`src/rtl/fta_bridge_arbiter32.sv`:
```
// FTA bus types plus a round-robin arbiter that shares one fta2wb_bridge32 among NREQ
// requesters. It keeps one transaction in flight, routes completions, forwards IRQs and times out stuck cycles.
package fta_bus_pkg;
  typedef enum logic [2:0] {OKAY = 3'd0, DECERR = 3'd1, SLVERR = 3'd2, IRQ = 3'd3} fta_err_t;
  typedef enum logic [2:0] {CLASSIC = 3'd0, FIXED = 3'd1, INCR = 3'd2, ERC = 3'd7} fta_cti_t;

  typedef struct packed {
    logic        cyc;
    logic        we;
    fta_cti_t    cti;
    logic [7:0]  tid;
    logic [3:0]  sel;
    logic [31:0] adr;
    logic [31:0] dat;
  } fta_cmd_request32_t;

  typedef struct packed {
    logic        ack;
    fta_err_t    err;
    logic [7:0]  tid;
    logic [31:0] adr;
    logic [31:0] dat;
  } fta_cmd_response32_t;
endpackage

module fta_bridge_arbiter32
  import fta_bus_pkg::*;
#(
  parameter int NREQ     = 4,
  parameter int IRQ_PORT = 0,
  parameter int TIMEOUT  = 1023
) (
  input  logic                clk,
  input  logic                rst,
  input  fta_cmd_request32_t  req_i   [NREQ],
  output logic [NREQ-1:0]     stall_o,
  output fta_cmd_response32_t resp_o  [NREQ],
  output fta_cmd_request32_t  br_req_o,
  input  fta_cmd_response32_t br_resp_i,
  input  logic                wb_ack_i,
  output logic                to_o
);
  localparam int GW = $clog2(NREQ);

  typedef enum logic [1:0] {IDLE, ISSUE, WAIT, RESP} state_t;

  state_t              r_state, w_state_nxt;
  fta_cmd_request32_t  r_buf  [NREQ];
  fta_cmd_response32_t r_resp [NREQ];
  fta_cmd_response32_t w_err_resp;
  logic [NREQ-1:0]     r_full;
  logic [GW-1:0]       r_grant, r_last, w_sel;
  logic [GW:0]         w_k;
  logic [7:0]          r_tid;
  logic                r_we;
  fta_cti_t            r_cti;
  logic [9:0]          r_timer;
  logic                w_any, w_irq, w_match, w_rsp_type, w_grant_irq;
  logic                w_done, w_dlv_rsp, w_dlv_err;

  assign stall_o     = r_full;
  assign resp_o      = r_resp;
  assign w_irq       = br_resp_i.ack && (br_resp_i.err == IRQ);
  assign w_match     = br_resp_i.ack && (br_resp_i.err != IRQ) && (br_resp_i.tid == r_tid);
  assign w_rsp_type  = !r_we || (r_cti == ERC);
  assign w_grant_irq = (32'(r_grant) == IRQ_PORT);

  always_comb begin
    w_err_resp     = '0;
    w_err_resp.ack = 1'b1;
    w_err_resp.err = DECERR;
    w_err_resp.tid = r_tid;
  end

  // Scan starts one past the last grant and wraps, so the last winner has lowest priority.
  always_comb begin
    w_any = 1'b0;
    w_sel = '0;
    w_k   = '0;
    for (int unsigned i = 1; i <= NREQ; i++) begin
      w_k = {1'b0, r_last} + (GW+1)'(i);
      if (w_k >= (GW+1)'(NREQ)) w_k = w_k - (GW+1)'(NREQ);
      if (!w_any && r_full[w_k[GW-1:0]]) begin
        w_any = 1'b1;
        w_sel = w_k[GW-1:0];
      end
    end
  end

  always_ff @(posedge clk) begin
    if (rst) r_state <= IDLE;
    else     r_state <= w_state_nxt;
  end

  always_comb begin
    w_state_nxt = r_state;
    br_req_o    = '0;
    to_o        = 1'b0;
    w_done      = 1'b0;
    w_dlv_rsp   = 1'b0;
    w_dlv_err   = 1'b0;
    case (r_state)
      IDLE: if (w_any) w_state_nxt = ISSUE;
      ISSUE: begin
        br_req_o     = r_buf[r_grant];
        br_req_o.cyc = 1'b1;
        w_state_nxt  = WAIT;
      end
      WAIT: begin
        w_done = w_rsp_type ? w_match : wb_ack_i;
        if (w_done) begin
          w_dlv_rsp   = w_rsp_type;
          w_state_nxt = IDLE;
        end else if (r_timer == 10'(TIMEOUT)) begin
          to_o        = 1'b1;
          w_state_nxt = IDLE;
          // An IRQ to the same port owns resp_o this cycle; park the error in RESP.
          if (w_rsp_type) begin
            if (w_irq && w_grant_irq) w_state_nxt = RESP;
            else                      w_dlv_err   = 1'b1;
          end
        end
      end
      RESP: begin
        if (!(w_irq && w_grant_irq)) begin
          w_dlv_err   = 1'b1;
          w_state_nxt = IDLE;
        end
      end
      default: w_state_nxt = IDLE;
    endcase
  end

  always_ff @(posedge clk) begin
    if (rst) begin
      r_full  <= '0;
      r_last  <= GW'(NREQ-1);
      r_grant <= '0;
      r_tid   <= '0;
      r_we    <= 1'b0;
      r_cti   <= CLASSIC;
      r_timer <= '0;
      for (int unsigned n = 0; n < NREQ; n++) begin
        r_buf[n]  <= '0;
        r_resp[n] <= '0;
      end
    end else begin
      for (int unsigned n = 0; n < NREQ; n++) begin
        if (req_i[n].cyc && !r_full[n]) begin
          r_buf[n]  <= req_i[n];
          r_full[n] <= 1'b1;
        end
        if ((r_state == ISSUE) && (32'(r_grant) == n)) r_full[n] <= 1'b0;

        r_resp[n] <= '0;
        if (w_irq && (n == IRQ_PORT))                          r_resp[n] <= br_resp_i;
        else if (w_dlv_rsp && (32'(r_grant) == n))             r_resp[n] <= br_resp_i;
        else if (w_dlv_err && (32'(r_grant) == n))             r_resp[n] <= w_err_resp;
      end

      if ((r_state == IDLE) && w_any) r_grant <= w_sel;
      if (r_state == ISSUE) begin
        r_tid   <= r_buf[r_grant].tid;
        r_we    <= r_buf[r_grant].we;
        r_cti   <= r_buf[r_grant].cti;
        r_last  <= r_grant;
        r_timer <= '0;
      end else if (r_state == WAIT) begin
        r_timer <= r_timer + 10'd1;
      end
    end
  end
endmodule

```
`config.mk`:
```
export PLATFORM = sky130hd
export DESIGN_NAME = fta_bridge_arbiter32
export DESIGN_NICKNAME = d
export VERILOG_FILES = /design/src/rtl/fta_bridge_arbiter32.sv
export SDC_FILE = /design/constraint.sdc
export NUM_CORES = 1
export LEC_CHECK = 0
export CELL_PAD_IN_SITES_DETAIL_PLACEMENT = 1
export CELL_PAD_IN_SITES_GLOBAL_PLACEMENT = 1
export CORE_AREA = 5 5 302 304
export DETAILED_ROUTE_END_ITERATION = 7
export DIE_AREA = 0 0 307 309
export PLACE_DENSITY_LB_ADDON = 0.08
export SYNTH_ARGS = -nofsm -noshare
export SYNTH_HDL_FRONTEND = slang
export SYNTH_SLANG_ARGS = --single-unit
```
`constraint.sdc`:
```
create_clock -name clk -period 3.5 [get_ports clk]
set_clock_uncertainty 0.15 [all_clocks]
set_input_delay 0.525 -clock clk [delete_from_list [all_inputs] [get_ports clk]]
set_output_delay 0.525 -clock clk [all_outputs]
set_load 0.005 [all_outputs]
```
After elaboration in Yosys (flattened, before gate mapping)
Memory sizes are Yosys's and may differ from the RTL's. A register that Yosys moved wholly into a read port is not among the register bits. Index checks and enable logic that the tools add are counted.

Flip-flop bits (word level): 336. Bits in latches: 0. Bits in writable memories: 324. Memory bits (read-only): 0. Input port bits: 403. Output and inout bits: 390. Memories: 1.

Memories: r_buf (depth 4, width 81, read ports 1, clocked after Yosys merged registers in 1, wr ports 4, line 48) `fta_cmd_request32_t r_buf [NREQ];`.

Add/subtract/negate cells: 9. Multipliers: 0. Divide/modulo/power cells: 0. $lt $le $gt $ge: 8. Equality and inequality tests: 14. Shift-type cells: 0. Multiplexer cells: 68. Bitwise operators: 4. Reductions and logical operators: 41.

Operators by type and width (count): $mux 76 (9); $mux 81 (5); $mux 1 (32); $mux 2 (16); $logic_and 1x1->1 (24); $ge 3x3->1 const B (4); $lt 2x3->1 const B (4); $add 10x1->10 const B (1); $eq 10x10->1 const B (1); $reduce_or 2->1 (5); $bmux 1 s2 (4); $eq 2x2->1 const B (4); $eq 8x8->1 (1); $logic_not 1->1 (8); $pmux 2 s4 (1); $sub 2x1->2 const B (4); $add 2x2->3 const B (2); $eq 2x1->1 const B (2); $logic_not 2->1 (2); $ne 2x2->1 const B (2); $or 1x1->1 (4); $add 2x1->3 const B (1); $add 2x3->3 const B (1); $eq 3x2->1 const B (1); other kinds (6) (6).

Longest topological paths before layout
Word-level depth: 18. Depth in mapped cells: 7. Depth with buffers taken out: 6.

Worst setup path before layout
No wires, ideal clock.

Path kind: input port to flip-flop. From: input rst. To: memory r_buf[0][0] (netlist name) (enable). Data arrival time: 3.017 ns. Slack: -0.118 ns. Cell stages on the path: 3. Path buffers: 2. Path through: clkbuf_1 clkbuf_1 nand2b_1.

RTL lines: from (decl) (line 34) `input logic rst,`; to (decl) (line 48).

Worst setup path after layout
From: input br_resp_i[68] (netlist name). To: output to_o.

Word-level cells in the longest chain between the ends: 5.

Ends and longest elaborated chain: from (decl) (line 39) `input fta_cmd_response32_t br_resp_i,`; $eq 8x8->1 (line 64) `assign w_match = br_resp_i.ack && (br_resp_i.err != IRQ) && (br_resp_i.tid == r_tid);`; $logic_and 1x1->1 (line 64); $mux 1 (line 110) `w_done = w_rsp_type ? w_match : wb_ack_i;`; $mux 1 (line 111) `if (w_done) begin`; $mux 1 (line 102) `case (r_state)`; to (decl) (line 41) `output logic to_o`.

No other way between the ends.

==> run summary <==
fin crit period - 3.36 ns
Comb power frac - 18.3%
dominant synthesized flop cell - dfxtp_1
worst reg2reg setup slack - 0.75 ns
clk_lat worst skew - 0.60 ns
share of cells above drive strength 1 - 11.4%
internal power - 15600 uW
yosys warns - 0
final global-route overflow total - 0
top-area cell type share of the netlist area - 39.7%
Slowest Stage Delay on Critical Path - 0.51 ns
Slew HR - 53.3%
synth unique cells - 48
r2r endpoint - resp_o[66]
count leader, synth - and2_1
CTS tree - yes
Min Hold Slack - 0.157 ns
Ports - 793
CP bufs+invs - 2
Num CTS Buffers - 76
total power - 20800 uW
CP most frequent cell - clkdlybuf4s50_1
Final WS setup - 0.145 ns
switching share of power - 25.0%
root buf cell - clkbuf_16
R2R depth - 6
NetSw - 5210 uW
endpoints failing hold - 0
ANT nets after route - 0
CP max FO - 5
Reg clk slew, reported paths - 0.06 ns
outcome - completed
die area - 94900 sq um
gpl congestion - 0.762
Bufs on Longest Clock Path - 3
Setup Slack @ Placement - -0.171 ns
via count - 16562
Min-Delay Path Class - primary input to flip-flop
critical path data required time - 2.82 ns
Crit path max-delay family - buffers and inverters
RSZ-0062 raised after global routing - no
Worst Setup EP - to_o
vias in the first global route - 18183
largest area contributor in the netlist - edfxtp_1
Syn Area/Cell - 14.0 sq um
CP Capture Type - output port
all-layer global routing usage - 19.1%
Syn Nets - 2129
upper clock frequency limit - 0.298 GHz
Die Span Y - 309 um
Initial Utilization - 27.5%
port buffer count - 792
Core ar. - 88000 sq um
vias per inst - 4.35
WHS Path Cells - 2
drt drc - 0
Routed wire per std cell - 24.9 um
post-route cell area - 36700 sq um
#FFs+latches synth - 658
WL final - 94.7 mm
Clk pwr share - 39.5%
ranking of synthesized cells by area - edfxtp_1 (40%), dfxtp_1 (28%), and2_1 (15%)
first-pass GRT wire length - 133 mm
# setup viols final - 0
DRT iter0 DRCs - 680
initial antenna violation count - 35
startpoint types - primary input
CP Cell Sequence - clkdlybuf4s50_1 -> xnor2_1 -> nand4_1 -> or4_4 -> nand2_1 -> nor2_1 -> clkdlybuf4s50_1
pwr dens - 566 nW/um^2
Die W - 307 um
# nets final - 2967
Max Cap Viol - 0
Synth async-reset ratio - 0%
Final Cycle Share - 95.9%
sequential-to-total area share from yosys stat - 67.7%
Post-synth top cells - and2_1 (580), dfxtp_1 (338), edfxtp_1 (320)
drt pass-1 iters - 7
number of synthesized flops with an enable pin - 320
kind of critical path - primary input to output port
# fillers - 9066
Final Max Slew Viols - 0
Critical Path Slowest Stage Cell - clkdlybuf4s50_1
Gate Count Post-Synth - 1725
Max IR drop VDD - 318 uV
Setup crit start - br_resp_i[68]
actual slew at the worst max-slew pin - 0.700 ns
Synth-to-Final Area Change - 51.9%
r2r startpoint - r_timer[0]
clk sinks - 658
Util after Layout - 41.8%
row count - 109
HPWL after DPL - 69.4 mm
Leak Pwr - 0.0137 uW
CP arrival - 2.68 ns
Sequential Power Share - 42.2%
largest net degree at the start of global routing - 81
Cell Area, Synth - 24200 sq um
total stage count of the critical path - 7
DP Area - 33900 sq um
H-tree depth - 3
what timing repair did:
action                     CTS  global route
gates resized for setup     13             7
cloned                       1             0
setup buffers                7             6
hold buffers                 0             0
setup endpoints to repair   34            14
final cells by class:
type	instances	area [sq um]	share of cell area, %
Sequential cell	658	16400	44.6
Timing Repair Buffer	861	8790	23.9
Multi-Input combinational cell	961	7470	20.3
Clock buffer	103	2150	5.85
Tap cell	1165	1460	3.97
Clock inverter	33	437	1.19
Antenna cell	17	42.5	0.116
Inverter	5	18.8	0.0511
cells by family after synthesis:
group,after synthesis,share of synthesized area [%]
xor+xnor,16,0.579
fa+ha+maj,1,0.0517
simple gates,785,19.8
flops,658,67.7
compound gates,78,2.41
mux,81,7.49
buf+inv,106,2.02
metal layers:
metal  wire (um)  global-route usage [%]  up-vias
li1            -                       -     7643
met1       34400                    20.6     8194
met2       50300                    35.5      580
met3        7710                    6.87      117
met4        2070                    5.54       28
met5         162                       0        -
worst min-delay path by stage:
| stage | slack (ns) | startpoint | endpoint |
|---|---|---|---|
| finish | 0.16 | rst | r_tid[4] |
| global route | 0.18 | rst | r_tid[2] |
| CTS | 0.11 | rst | r_tid[4] |
| detailed placement | 0.34 | r_cti[0] | r_cti[0] |
| global placement | 0.32 | r_cti[0] | r_cti[0] |
| floorplan | 0.31 | r_cti[0] | r_cti[0] |
flip-flops by register name, indices dropped and copies added (netlist names), named ones only:
signal	flops
r_state	2
r_last	2
r_buf	320
resp_o	304
r_we	1
stall_o	4
r_timer	10
r_cti	3
r_grant	2
r_tid	8
cells in the final DEF, fill, tap and decap left out, types with 9 or more instances in the layout:
cell | Yosys | layout
clkdlybuf4s50_1 | 0 | 788
and2_1 | 580 | 580
dfxtp_1 | 338 | 333
edfxtp_1 | 320 | 320
clkbuf_16 | 0 | 81
mux4_2 | 80 | 80
nor2b_1 | 81 | 77
nor2_1 | 44 | 40
buf_4 | 14 | 40
a22o_1 | 25 | 25
buf_12 | 0 | 23
a21oi_1 | 21 | 21
nand2_1 | 20 | 20
diode_2 | 0 | 17
clkbuf_1 | 60 | 17
clkinv_2 | 0 | 11
nand2b_1 | 15 | 10
nor3_1 | 11 | 9
bufinv_16 | 0 | 9
through the flow:
| step | setup TNS [ns] | instances |
|---|---|---|
| 3_3_place_gp | -0.125 | 3636 |
| 6_report | 0 | 3803 |
| 4_1_cts | -0.0253 | 3780 |
| 2_1_floorplan | 0 | 1725 |
| 3_5_place_dp | -0.229 | 3636 |
| 5_1_grt | 0 | 3795 |
power by group through the flow:
stage,Clock [uW],Combinational [uW],Sequential (uW)
finish,8220,3820,8770
global placement,0,3650,8970
CTS,8450,3860,8800
floorplan,0,1850,8830
global route,8780,4130,8820
detailed placement,0,3660,9000
Note: power is estimated with default switching activity, not from simulation.
